`src/rtl/smfro_rng_ctrl_if.sv`:
```
// Consumer-side random word handshake for smfro_rng_ctrl.
// The controller drives data/valid as master; the consumer returns ready.
interface smfro_rng_ctrl_if;
    logic [15:0] rnd_data;
    logic        rnd_valid;
    logic        rnd_ready;

    modport master (
        output rnd_data,
        output rnd_valid,
        input  rnd_ready
    );

    modport slave (
        input  rnd_data,
        input  rnd_valid,
        output rnd_ready
    );
endinterface

```
`src/rtl/smfro_rng_ctrl.sv`:
```
// Sequencing controller for the 16-bit self-mutating feedback ring RNG:
// seed, warm-up, decimate, repetition-count test, 2-entry output buffer.
module smfro_rng_ctrl #(
    parameter int unsigned WARMUP    = 64,
    parameter int unsigned DECIM     = 4,
    parameter int unsigned REP_LIMIT = 8
) (
    input  logic               clk,
    input  logic               rst,
    input  logic               start_i,
    input  logic               stop_i,
    input  logic [15:0]        seed_i,
    input  logic               clr_fault_i,
    input  logic [15:0]        core_out_i,
    output logic               core_load_o,
    output logic [15:0]        core_seed_o,
    output logic               busy_o,
    output logic               fault_o,
    output logic [7:0]         drop_cnt_o,
    smfro_rng_ctrl_if.master   rnd
);

    localparam logic [2:0] S_IDLE  = 3'd0;
    localparam logic [2:0] S_LOAD  = 3'd1;
    localparam logic [2:0] S_WARM  = 3'd2;
    localparam logic [2:0] S_RUN   = 3'd3;
    localparam logic [2:0] S_FAULT = 3'd4;

    localparam logic [15:0] WARM_LAST = 16'(WARMUP - 1);
    localparam logic [7:0]  DEC_LAST  = 8'(DECIM - 1);
    localparam logic [7:0]  REP_MAX   = 8'(REP_LIMIT);
    localparam logic [15:0] SAFE_SEED = 16'hACE1;

    logic [2:0]  state_q, state_d;
    logic [15:0] seed_q, seed_d;
    logic        load_q, load_d;
    logic        busy_q, busy_d;
    logic        fault_q, fault_d;
    logic [15:0] warm_q, warm_d;
    logic [7:0]  dec_q, dec_d;
    logic [15:0] prev_q, prev_d;
    logic [7:0]  rep_q, rep_d;
    logic [15:0] head_q, head_d;
    logic [15:0] tail_q, tail_d;
    logic [1:0]  cnt_q, cnt_d;
    logic        valid_q, valid_d;
    logic [7:0]  drop_q, drop_d;

    logic        pop;
    logic        tick;
    logic        ok;
    logic        push;
    logic        flush;
    logic [7:0]  rep_next;

    always_comb begin
        state_d  = state_q;
        seed_d   = seed_q;
        load_d   = 1'b0;
        warm_d   = warm_q;
        dec_d    = dec_q;
        prev_d   = prev_q;
        rep_d    = rep_q;
        ok       = 1'b0;
        flush    = 1'b0;
        tick     = (state_q == S_RUN) && (dec_q == DEC_LAST);
        rep_next = (core_out_i == prev_q) ? rep_q + 8'd1 : 8'd1;

        unique case (state_q)
            S_IDLE: begin
                if (start_i) begin
                    state_d = S_LOAD;
                    load_d  = 1'b1;
                    seed_d  = (seed_i == 16'd0) ? SAFE_SEED : seed_i;
                end
            end
            S_LOAD: begin
                state_d = S_WARM;
                warm_d  = WARM_LAST;
            end
            S_WARM: begin
                if (stop_i) begin
                    state_d = S_IDLE;
                end else if (warm_q == 16'd0) begin
                    state_d = S_RUN;
                    dec_d   = 8'd0;
                    prev_d  = 16'd0;
                    rep_d   = 8'd0;
                end else begin
                    warm_d = warm_q - 16'd1;
                end
            end
            S_RUN: begin
                // stop outranks a fault found in the same cycle
                if (stop_i) begin
                    state_d = S_IDLE;
                end else begin
                    dec_d = tick ? 8'd0 : dec_q + 8'd1;
                    if (tick) begin
                        prev_d = core_out_i;
                        rep_d  = rep_next;
                        if (rep_next >= REP_MAX) begin
                            state_d = S_FAULT;
                            flush   = 1'b1;
                        end else begin
                            ok = 1'b1;
                        end
                    end
                end
            end
            S_FAULT: begin
                if (clr_fault_i) begin
                    state_d = S_IDLE;
                end
            end
            default: begin
                state_d = S_IDLE;
            end
        endcase

        busy_d  = (state_d != S_IDLE);
        fault_d = (state_d == S_FAULT);
    end

    always_comb begin
        pop    = valid_q & rnd.rnd_ready;
        push   = ok && ((cnt_q != 2'd2) || pop);
        head_d = head_q;
        tail_d = tail_q;
        cnt_d  = cnt_q;
        drop_d = drop_q;

        if (ok && !push && (drop_q != 8'hFF)) begin
            drop_d = drop_q + 8'd1;
        end

        if (flush) begin
            cnt_d = 2'd0;
        end else if (push && pop) begin
            if (cnt_q == 2'd2) begin
                head_d = tail_q;
                tail_d = core_out_i;
            end else begin
                head_d = core_out_i;
            end
        end else if (pop) begin
            head_d = tail_q;
            cnt_d  = cnt_q - 2'd1;
        end else if (push) begin
            if (cnt_q == 2'd0) begin
                head_d = core_out_i;
            end else begin
                tail_d = core_out_i;
            end
            cnt_d = cnt_q + 2'd1;
        end

        valid_d = (cnt_d != 2'd0);
    end

    always_ff @(posedge clk or posedge rst) begin
        if (rst) begin
            state_q <= S_IDLE;
            seed_q  <= 16'd0;
            load_q  <= 1'b0;
            busy_q  <= 1'b0;
            fault_q <= 1'b0;
            warm_q  <= 16'd0;
            dec_q   <= 8'd0;
            prev_q  <= 16'd0;
            rep_q   <= 8'd0;
            head_q  <= 16'd0;
            tail_q  <= 16'd0;
            cnt_q   <= 2'd0;
            valid_q <= 1'b0;
            drop_q  <= 8'd0;
        end else begin
            state_q <= state_d;
            seed_q  <= seed_d;
            load_q  <= load_d;
            busy_q  <= busy_d;
            fault_q <= fault_d;
            warm_q  <= warm_d;
            dec_q   <= dec_d;
            prev_q  <= prev_d;
            rep_q   <= rep_d;
            head_q  <= head_d;
            tail_q  <= tail_d;
            cnt_q   <= cnt_d;
            valid_q <= valid_d;
            drop_q  <= drop_d;
        end
    end

    assign core_load_o   = load_q;
    assign core_seed_o   = seed_q;
    assign busy_o        = busy_q;
    assign fault_o       = fault_q;
    assign drop_cnt_o    = drop_q;
    assign rnd.rnd_data  = head_q;
    assign rnd.rnd_valid = valid_q;

endmodule

```
`src/flat_wrapper.sv`:
```
// flat-port wrapper written by rule: the top's interface ports become plain ports
module smfro_rng_ctrl_flat 
#(
    parameter int unsigned WARMUP    = 64,
    parameter int unsigned DECIM     = 4,
    parameter int unsigned REP_LIMIT = 8
)
  (clk, rst, start_i, stop_i, seed_i, clr_fault_i, core_out_i, core_load_o, core_seed_o, busy_o, fault_o, drop_cnt_o, rnd_rnd_data, rnd_rnd_valid, rnd_rnd_ready);
  smfro_rng_ctrl_if rnd_i ();
  input  logic clk;
  input  logic rst;
  input  logic start_i;
  input  logic stop_i;
  input  logic [15:0] seed_i;
  input  logic clr_fault_i;
  input  logic [15:0] core_out_i;
  output logic core_load_o;
  output logic [15:0] core_seed_o;
  output logic busy_o;
  output logic fault_o;
  output logic [7:0] drop_cnt_o;
  output wire logic [$bits(rnd_i.rnd_data)-1:0] rnd_rnd_data;
  output wire logic [$bits(rnd_i.rnd_valid)-1:0] rnd_rnd_valid;
  input wire logic [$bits(rnd_i.rnd_ready)-1:0] rnd_rnd_ready;
  assign rnd_rnd_data = rnd_i.rnd_data;
  assign rnd_rnd_valid = rnd_i.rnd_valid;
  assign rnd_i.rnd_ready = rnd_rnd_ready;
  smfro_rng_ctrl #(.WARMUP(WARMUP), .DECIM(DECIM), .REP_LIMIT(REP_LIMIT)) u_core (.clk(clk), .rst(rst), .start_i(start_i), .stop_i(stop_i), .seed_i(seed_i), .clr_fault_i(clr_fault_i), .core_out_i(core_out_i), .core_load_o(core_load_o), .core_seed_o(core_seed_o), .busy_o(busy_o), .fault_o(fault_o), .drop_cnt_o(drop_cnt_o), .rnd(rnd_i));
endmodule
```
`config.mk`:
```
export PLATFORM = sky130hd
export DESIGN_NAME = smfro_rng_ctrl_flat
export DESIGN_NICKNAME = d
export VERILOG_FILES = /design/src/rtl/smfro_rng_ctrl_if.sv /design/src/rtl/smfro_rng_ctrl.sv /design/src/flat_wrapper.sv
export SDC_FILE = /design/constraint.sdc
export NUM_CORES = 1
export LEC_CHECK = 0
export CAP_MARGIN = 25
export CORE_MARGIN = 10
export CORE_UTILIZATION = 49
export CTS_BUF_LIST = sky130_fd_sc_hd__clkbuf_4 sky130_fd_sc_hd__clkbuf_8 sky130_fd_sc_hd__clkbuf_16
export CTS_CLUSTER_DIAMETER = 200
export DETAILED_ROUTE_END_ITERATION = 6
export PLACE_DENSITY = 0.76
export SETUP_SLACK_MARGIN = 0.05
export SYNTH_ARGS = -nofsm -noshare
export SYNTH_HDL_FRONTEND = slang
export SYNTH_SLANG_ARGS = --single-unit
export TNS_END_PERCENT = 1
```
`constraint.sdc`:
```
create_clock -name clk -period 3.7 [get_ports clk]
set_input_delay 0.74 -clock clk [delete_from_list [all_inputs] [get_ports clk]]
set_output_delay 0.74 -clock clk [all_outputs]
set_load 0.05 [all_outputs]
```
==> impl_metrics.py, run 1 <==
metrics = {
    "logic_synthesis": {
        "yosysMostFrequentCell": "dfrtp_1",
        "async_flop_share_pct": 100,
        "synth_seq_cells": 113,
        "syn_nets": 554,
        "syn_area_um2": 5530,
        "synthTopCellsByArea": "dfrtp_1 (51%), a22o_1 (4.9%), xnor2_1 (4.3%), mux2_2 (3.3%), nor2_1 (3.3%)",
        "synth-seq-area-share_pct": 51.1,
        "synthTopCellsByCount": "dfrtp_1 (113), nor2_1 (48), a22o_1 (31)",
        "ys.flop_type": "dfrtp_1",
        "synth-edff-count": 0,
        "synthCells": 510,
        "ys_types": 58,
        "ys.warnings.count": 0,
        "synth_area_leader_cell": "dfrtp_1",
        "avgSynthCellArea_um2": 10.8,
        "synth_top_cell_area_share_pct": 51.1,
    },
    "die": {
        "die_area_um2": 15900,
        "coreArea_um2": 10900,
        "die_h_um": 126,
        "ios": 82,
        "die_x_um": 126,
        "rows": 38,
        "initial_utilization_pct": 50.6,
    },
    "clock_tree": {
        "postCtsSetupBuffers": 0,
        "cts-htree-levels": 4,
        "holdBufCountCts": 0,
        "cts_buffers": 17,
        "cts_resized": 0,
        "cts_tree": "built",
        "clock_sinks": 113,
        "cts.path.max_buffers": 2,
        "clk_latency_ps": 420,
        "cts_root_buffer": "clkbuf_16",
        "path_clk_slew_ps": 50,
    },
    "drt": {
        "wl_mm": 13.8,
        "initialDrtViolationCount": 357,
        "avgRoutedWirePerCell_um": 18.3,
        "vias": 4443,
        "antenna_left": 0,
        "remaining_drc_errors": 0,
        "firstDrtPassIters": 5,
        "via_per_inst": 5.90,
    },
    "finish": {
        "syn_to_final_growth_pct": 29.3,
        "antenna-diode-count": 0,
        "fin_area_um2": 7150,
        "fill_cells": 855,
        "drive_above_1_share_pct": 14.5,
        "design.final.nets": 645,
    },
    "sta": {
        "fmax_ghz": 0.363,
        "final.min_clock_period_ps": 2760,
        "setup_violations": 0,
        "slew_headroom_pct": 62.8,
        "finalCritPeriodShare_pct": 74.5,
        "hold_viol": 0,
        "slew_violations": 0,
        "skew_ps": 7.09,
        "tns_ps": 0,
        "layout_setup_ws_ps": 943,
        "rsz0062_at_grt": "no",
        "worst_pin_slew_ps": 556,
    },
    "pwr": {
        "power_w": 0.00497,
        "vdd_drop_max_uv": 595,
        "p_per_area_nw_per_um2": 696,
        "leakagePower_nw": 3.07,
    },
    "placement": {
        "post_dp_cell_area_um2": 6540,
        "gp_congestion": 0.835,
        "io_buffers": 81,
        "place_hpwl_mm": 9.46,
        "pre_cts_ws_ps": 487,
    },
    "global_routing": {
        "grt_pass1_vias": 4631,
        "grt-ovfl-total": 0,
        "grt_pass1_wl_mm": 23.2,
        "antenna_found_initial": 0,
        "grt_start_max_net_pins": 43,
        "gr-usage-all-layers_pct": 17.7,
    },
    "setup_path": {
        "required_ps": 4020,
        "crit_type": "in -> reg",
        "cp_max_fo": 7,
        "cp-end-kind": "flip-flop",
        "start_kind": "primary input",
        "arrival_ps": 3080,
    },
    "status": {
        "status": "completed",
    },
    "run": {
        "cap_violations": 0,
    },
    "hold_path": {
        "hold_class": "reg -> reg",
    },
}
[cells by family (layout without fill, tap and decap cells)]
| group | count (synthesis) | after routing | share of synthesized area, % |
|---|---|---|---|
| xor gates and xnor gates | 37 | 37 | 5.86 |
| AOI/OAI and AO/OA | 125 | 125 | 16.3 |
| DFF | 113 | 113 | 51.1 |
| adders and majority gates | 6 | 6 | 1.36 |
| muxes | 27 | 27 | 6.16 |
| buffers and inverters | 34 | 137 | 2.76 |
| and+or+nand+nor | 168 | 168 | 16.4 |
[stage by stage]
stage,hold slack (ps),util [%],std cells
6_report,494,65.4,753
5_1_grt,520,65.4,753
4_1_cts,486,65.1,751
3_5_place_dp,481,59.8,720
3_3_place_gp,458,59.7,719
2_1_floorplan,439,-,510
[final timing paths]
path                            startpoint                end  slack, ps  depth (start not counted)
min reg2reg                u_core.dec_q[7]    u_core.dec_q[7]        490                          1
min in group asynchronous              rst   u_core.tail_q[4]        730                          3
max                          core_out_i[2]    u_core.rep_q[4]        940                          8
max in group asynchronous              rst  u_core.tail_q[11]       2470                          4
min                        u_core.dec_q[7]    u_core.dec_q[7]        490                          1
max reg2reg                u_core.rep_q[0]  u_core.tail_q[11]       1040                          9
[power by group]
group	leakage, nW	internal (W)	total [W]	switching [W]
registers	1.45	0.00149	0.00168	0.000188
clock network	0.296	0.00104	0.00158	0.000539
logic	1.33	0.000641	0.00171	0.00107
[metal layers]
metal | vias to the layer above | wire length, um | global-route usage [%]
met5 | - | 0 | 0
met4 | 0 | 260 | 8.10
met3 | 27 | 700 | 5.03
met2 | 127 | 6740 | 28.2
met1 | 2215 | 6080 | 22.0
li1 | 2074 | - | -
[placed cells by master (no fill, tap or decap), drive strengths merged, types with 11 or more instances in the layout]
cell type        n
clkbuf          26
clkdlybuf4s50   81
dfrtp          113
a21oi           26
a221oi          15
nand3           13
a22o            31
mux2            26
nor2            49
xnor2           27
o21ai           22
nor3            11
nand2           30
buf             15
[flip-flops by register name (all words and copies together), names as in the netlist]
signal	count
u_core.core_seed_o	16
u_core.fault_o	1
u_core.prev_q	16
u_core.rnd.rnd_data	16
u_core.busy_o	1
u_core.state_q	3
u_core.rep_q	8
u_core.rnd.rnd_valid	1
u_core.warm_q	16
u_core.dec_q	8
u_core.tail_q	16
u_core.drop_cnt_o	8
u_core.core_load_o	1
u_core.cnt_q	2
[worst max-delay path, stage by stage]
cell,delay [ps]
clkdlybuf4s50_1,510
xnor2_1,260
nand4_1,150
nor4_2,510
buf_4,250
nand2_1,130
or2_1,310
o31ai_1,220
[area by class of cell]
cell class | count | area, um2 | share of cell area (%)
flip-flops and latches | 113 | 2830 | 39.6
multi-input cells | 363 | 2560 | 35.8
repair buffers | 96 | 962 | 13.5
inverters | 10 | 41.3 | 0.578
well taps | 140 | 175 | 2.45
clock buffers | 26 | 531 | 7.42
clock inverters | 5 | 50.0 | 0.700
Power figures use the tool's default switching activity.
==> run 2, diff against run 1 <==
- clock period: 3.7 -> 2.25 ns (I/O delays scaled with it)
==> run 2 against run 1 <==
The flow now finishes with violations (negative setup slack). Die area unchanged. Wire length increased by 19%. Critical path depth grew 2. Final area increased by 13%. Register-to-register slack got worse by 1200 ps. Clock skew up 4.6 ps. Worst setup slack got worse by 1100 ps. Via count up 11%. Critical endpoint is now u_core.tail_q[12].
==> impl_metrics.py, run 2 (synthesized netlist as in run 1, its figures left out) <==
metrics = {
    "status": {
        "status": "finished with violations",
        "violations": "negative setup slack",
    },
    "clock_tree": {
        "cts-htree-levels": 4,
        "clock_sinks": 113,
        "cts.path.max_buffers": 2,
        "cts_root_buffer": "clkbuf_16",
        "path_clk_slew_ps": 60,
        "holdBufCountCts": 0,
        "cts_tree": "built",
        "cts_buffers": 17,
        "clk_latency_ps": 430,
    },
    "sta": {
        "hold_viol": 0,
        "worst_pin_slew_ps": 542,
        "tns_ps": -2300,
        "slew_headroom_pct": 63.8,
        "final.min_clock_period_ps": 2380,
        "slew_violations": 0,
        "skew_ps": 11.7,
        "setup_violations": 34,
        "fmax_ghz": 0.420,
        "finalCritPeriodShare_pct": 106,
        "rsz0062_at_grt": "yes",
        "layout_setup_ws_ps": -129,
    },
    "setup_path": {
        "cp-end-kind": "flip-flop",
        "arrival_ps": 2680,
        "r2r-end": "u_core.tail_q[12]",
        "worstPathCellList": "buf_4 > nand4_1 > o22a_1 > nor4_4 > o21ai_4 > and2_4 > nor3_4 > buf_6 > buf_12 > mux2_4",
        "r2r-start": "u_core.rep_q[1]",
        "required_ps": 2550,
        "cp_slowest_cell": "dfrtp_1",
        "ff2ff_path_depth": 10,
        "start_kind": "flip-flop",
        "crit_type": "reg -> reg",
        "r2r_setup_slack_ps": -130,
        "cp_max_fo": 8,
        "critPathMaxStageDelay_ps": 430,
    },
    "finish": {
        "syn_to_final_growth_pct": 45.8,
        "drive_above_1_share_pct": 29.1,
        "antenna-diode-count": 0,
        "final_cell_mix": "dfrtp_1 (112), clkdlybuf4s50_1 (75), buf_4 (69)",
        "design.final.nets": 714,
        "layout_commonest_cell": "dfrtp_1",
        "fill_cells": 724,
        "fin_util_pct": 73.7,
    },
    "drt": {
        "vias": 4928,
        "firstDrtPassIters": 5,
        "initialDrtViolationCount": 451,
        "remaining_drc_errors": 0,
        "via_per_inst": 5.99,
        "antenna_left": 0,
        "avgRoutedWirePerCell_um": 20.0,
        "wl_mm": 16.4,
    },
    "pwr": {
        "leakagePower_nw": 3.57,
        "p_per_area_nw_per_um2": 1060,
        "vdd_drop_max_uv": 1000,
    },
    "global_routing": {
        "grt_pass1_wl_mm": 26.7,
        "grt_pass1_vias": 5176,
        "grt_start_max_net_pins": 39,
        "grt-ovfl-total": 0,
        "antenna_found_initial": 0,
        "gr-usage-all-layers_pct": 20.7,
    },
    "hold_path": {
        "hold_class": "in -> async",
    },
    "die": {
        "initial_utilization_pct": 50.6,
        "die_area_um2": 15900,
        "die_h_um": 126,
        "coreArea_um2": 10900,
        "rows": 38,
        "die_x_um": 126,
        "ios": 82,
    },
    "placement": {
        "io_buffers": 81,
        "gp_congestion": 0.846,
        "place_hpwl_mm": 10.6,
    },
    "run": {
        "cap_violations": 0,
    },
}
## run 2: cell types whose count changed in the layout (fill, tap and decap cells not counted), sizes merged
cell | before | now
buf | 15 | 84
clkbuf | 26 | 27
clkdlybuf4s50 | 81 | 75
dlygate4sd2 | 0 | 6
## run 2: power by group
group          internal (W)  leakage [nW]  switching [W]
Clock               0.00171         0.298       0.000895
Sequential          0.00245          1.45       0.000326
Combinational       0.00125          1.82        0.00191
## run 2: per-stage QoR
stage | total power [W] | area, um2 | instances | hold WS, ps | worst slack (ps)
floorplan | 0.00465 | 5530 | 510 | 439 | -105
global placement | 0.00568 | 7040 | 778 | 456 | -587
detailed placement | 0.00580 | 7040 | 778 | 466 | -696
CTS | 0.00848 | 7920 | 821 | 418 | -62.6
global route | 0.00891 | 8060 | 823 | 455 | -239
finish | 0.00854 | 8060 | 823 | 407 | -129
## run 2: how the worst max path moves through the flow
stage                                from                      to  slack [ps]  depth (start not counted)
after floorplan           u_core.rep_q[0]       u_core.tail_q[10]        -100                          9
after global placement      core_out_i[0]  u_core.rnd.rnd_data[9]        -590                          8
after detailed placement    core_out_i[0]  u_core.rnd.rnd_data[9]        -700                          8
after CTS                 u_core.rep_q[0]       u_core.tail_q[12]         -60                         10
after global routing      u_core.rep_q[1]       u_core.tail_q[12]        -240                         10
final                     u_core.rep_q[1]       u_core.tail_q[12]        -130                         10
## run 2: what timing repair did
| item | CTS | global route |
|---|---|---|
| gates resized for setup | 46 | 22 |
| setup endpoints to repair | 51 | 79 |
| pin swaps | 17 | 7 |
| setup buffers | 10 | 2 |
| cloned | 1 | 0 |
## run 2: layout make-up
cell class              instances  area [um2]  share of cell area, %
repair buffers                165        1570                   19.5
clock inverters                 5        50.0                  0.621
inverters                      10        41.3                  0.512
well taps                     140         175                   2.17
clock buffers                  27         532                   6.60
flip-flops and latches        113        2830                   35.1
multi-input cells             363        2860                   35.5
## run 2: critical path: cells and delay by family (launching register included)
kind / cells / cell delay [ps]
flops: 1 / 430
simple gates: 4 / 750
compound gates: 2 / 350
mux: 1 / 310
buf+inv: 3 / 410
## run 2: routing by layer
layer  vias to the layer above  global-route usage (%)  share of wire (%)  wire [um]
met1                      2473                    24.4                 39       6430
met2                       208                    34.6                 52       8550
met4                         0                    9.31                3.0        492
li1                       2201                       -                  -          -
met3                        46                    5.58                5.9        973
met5                         -                       0                  0          0
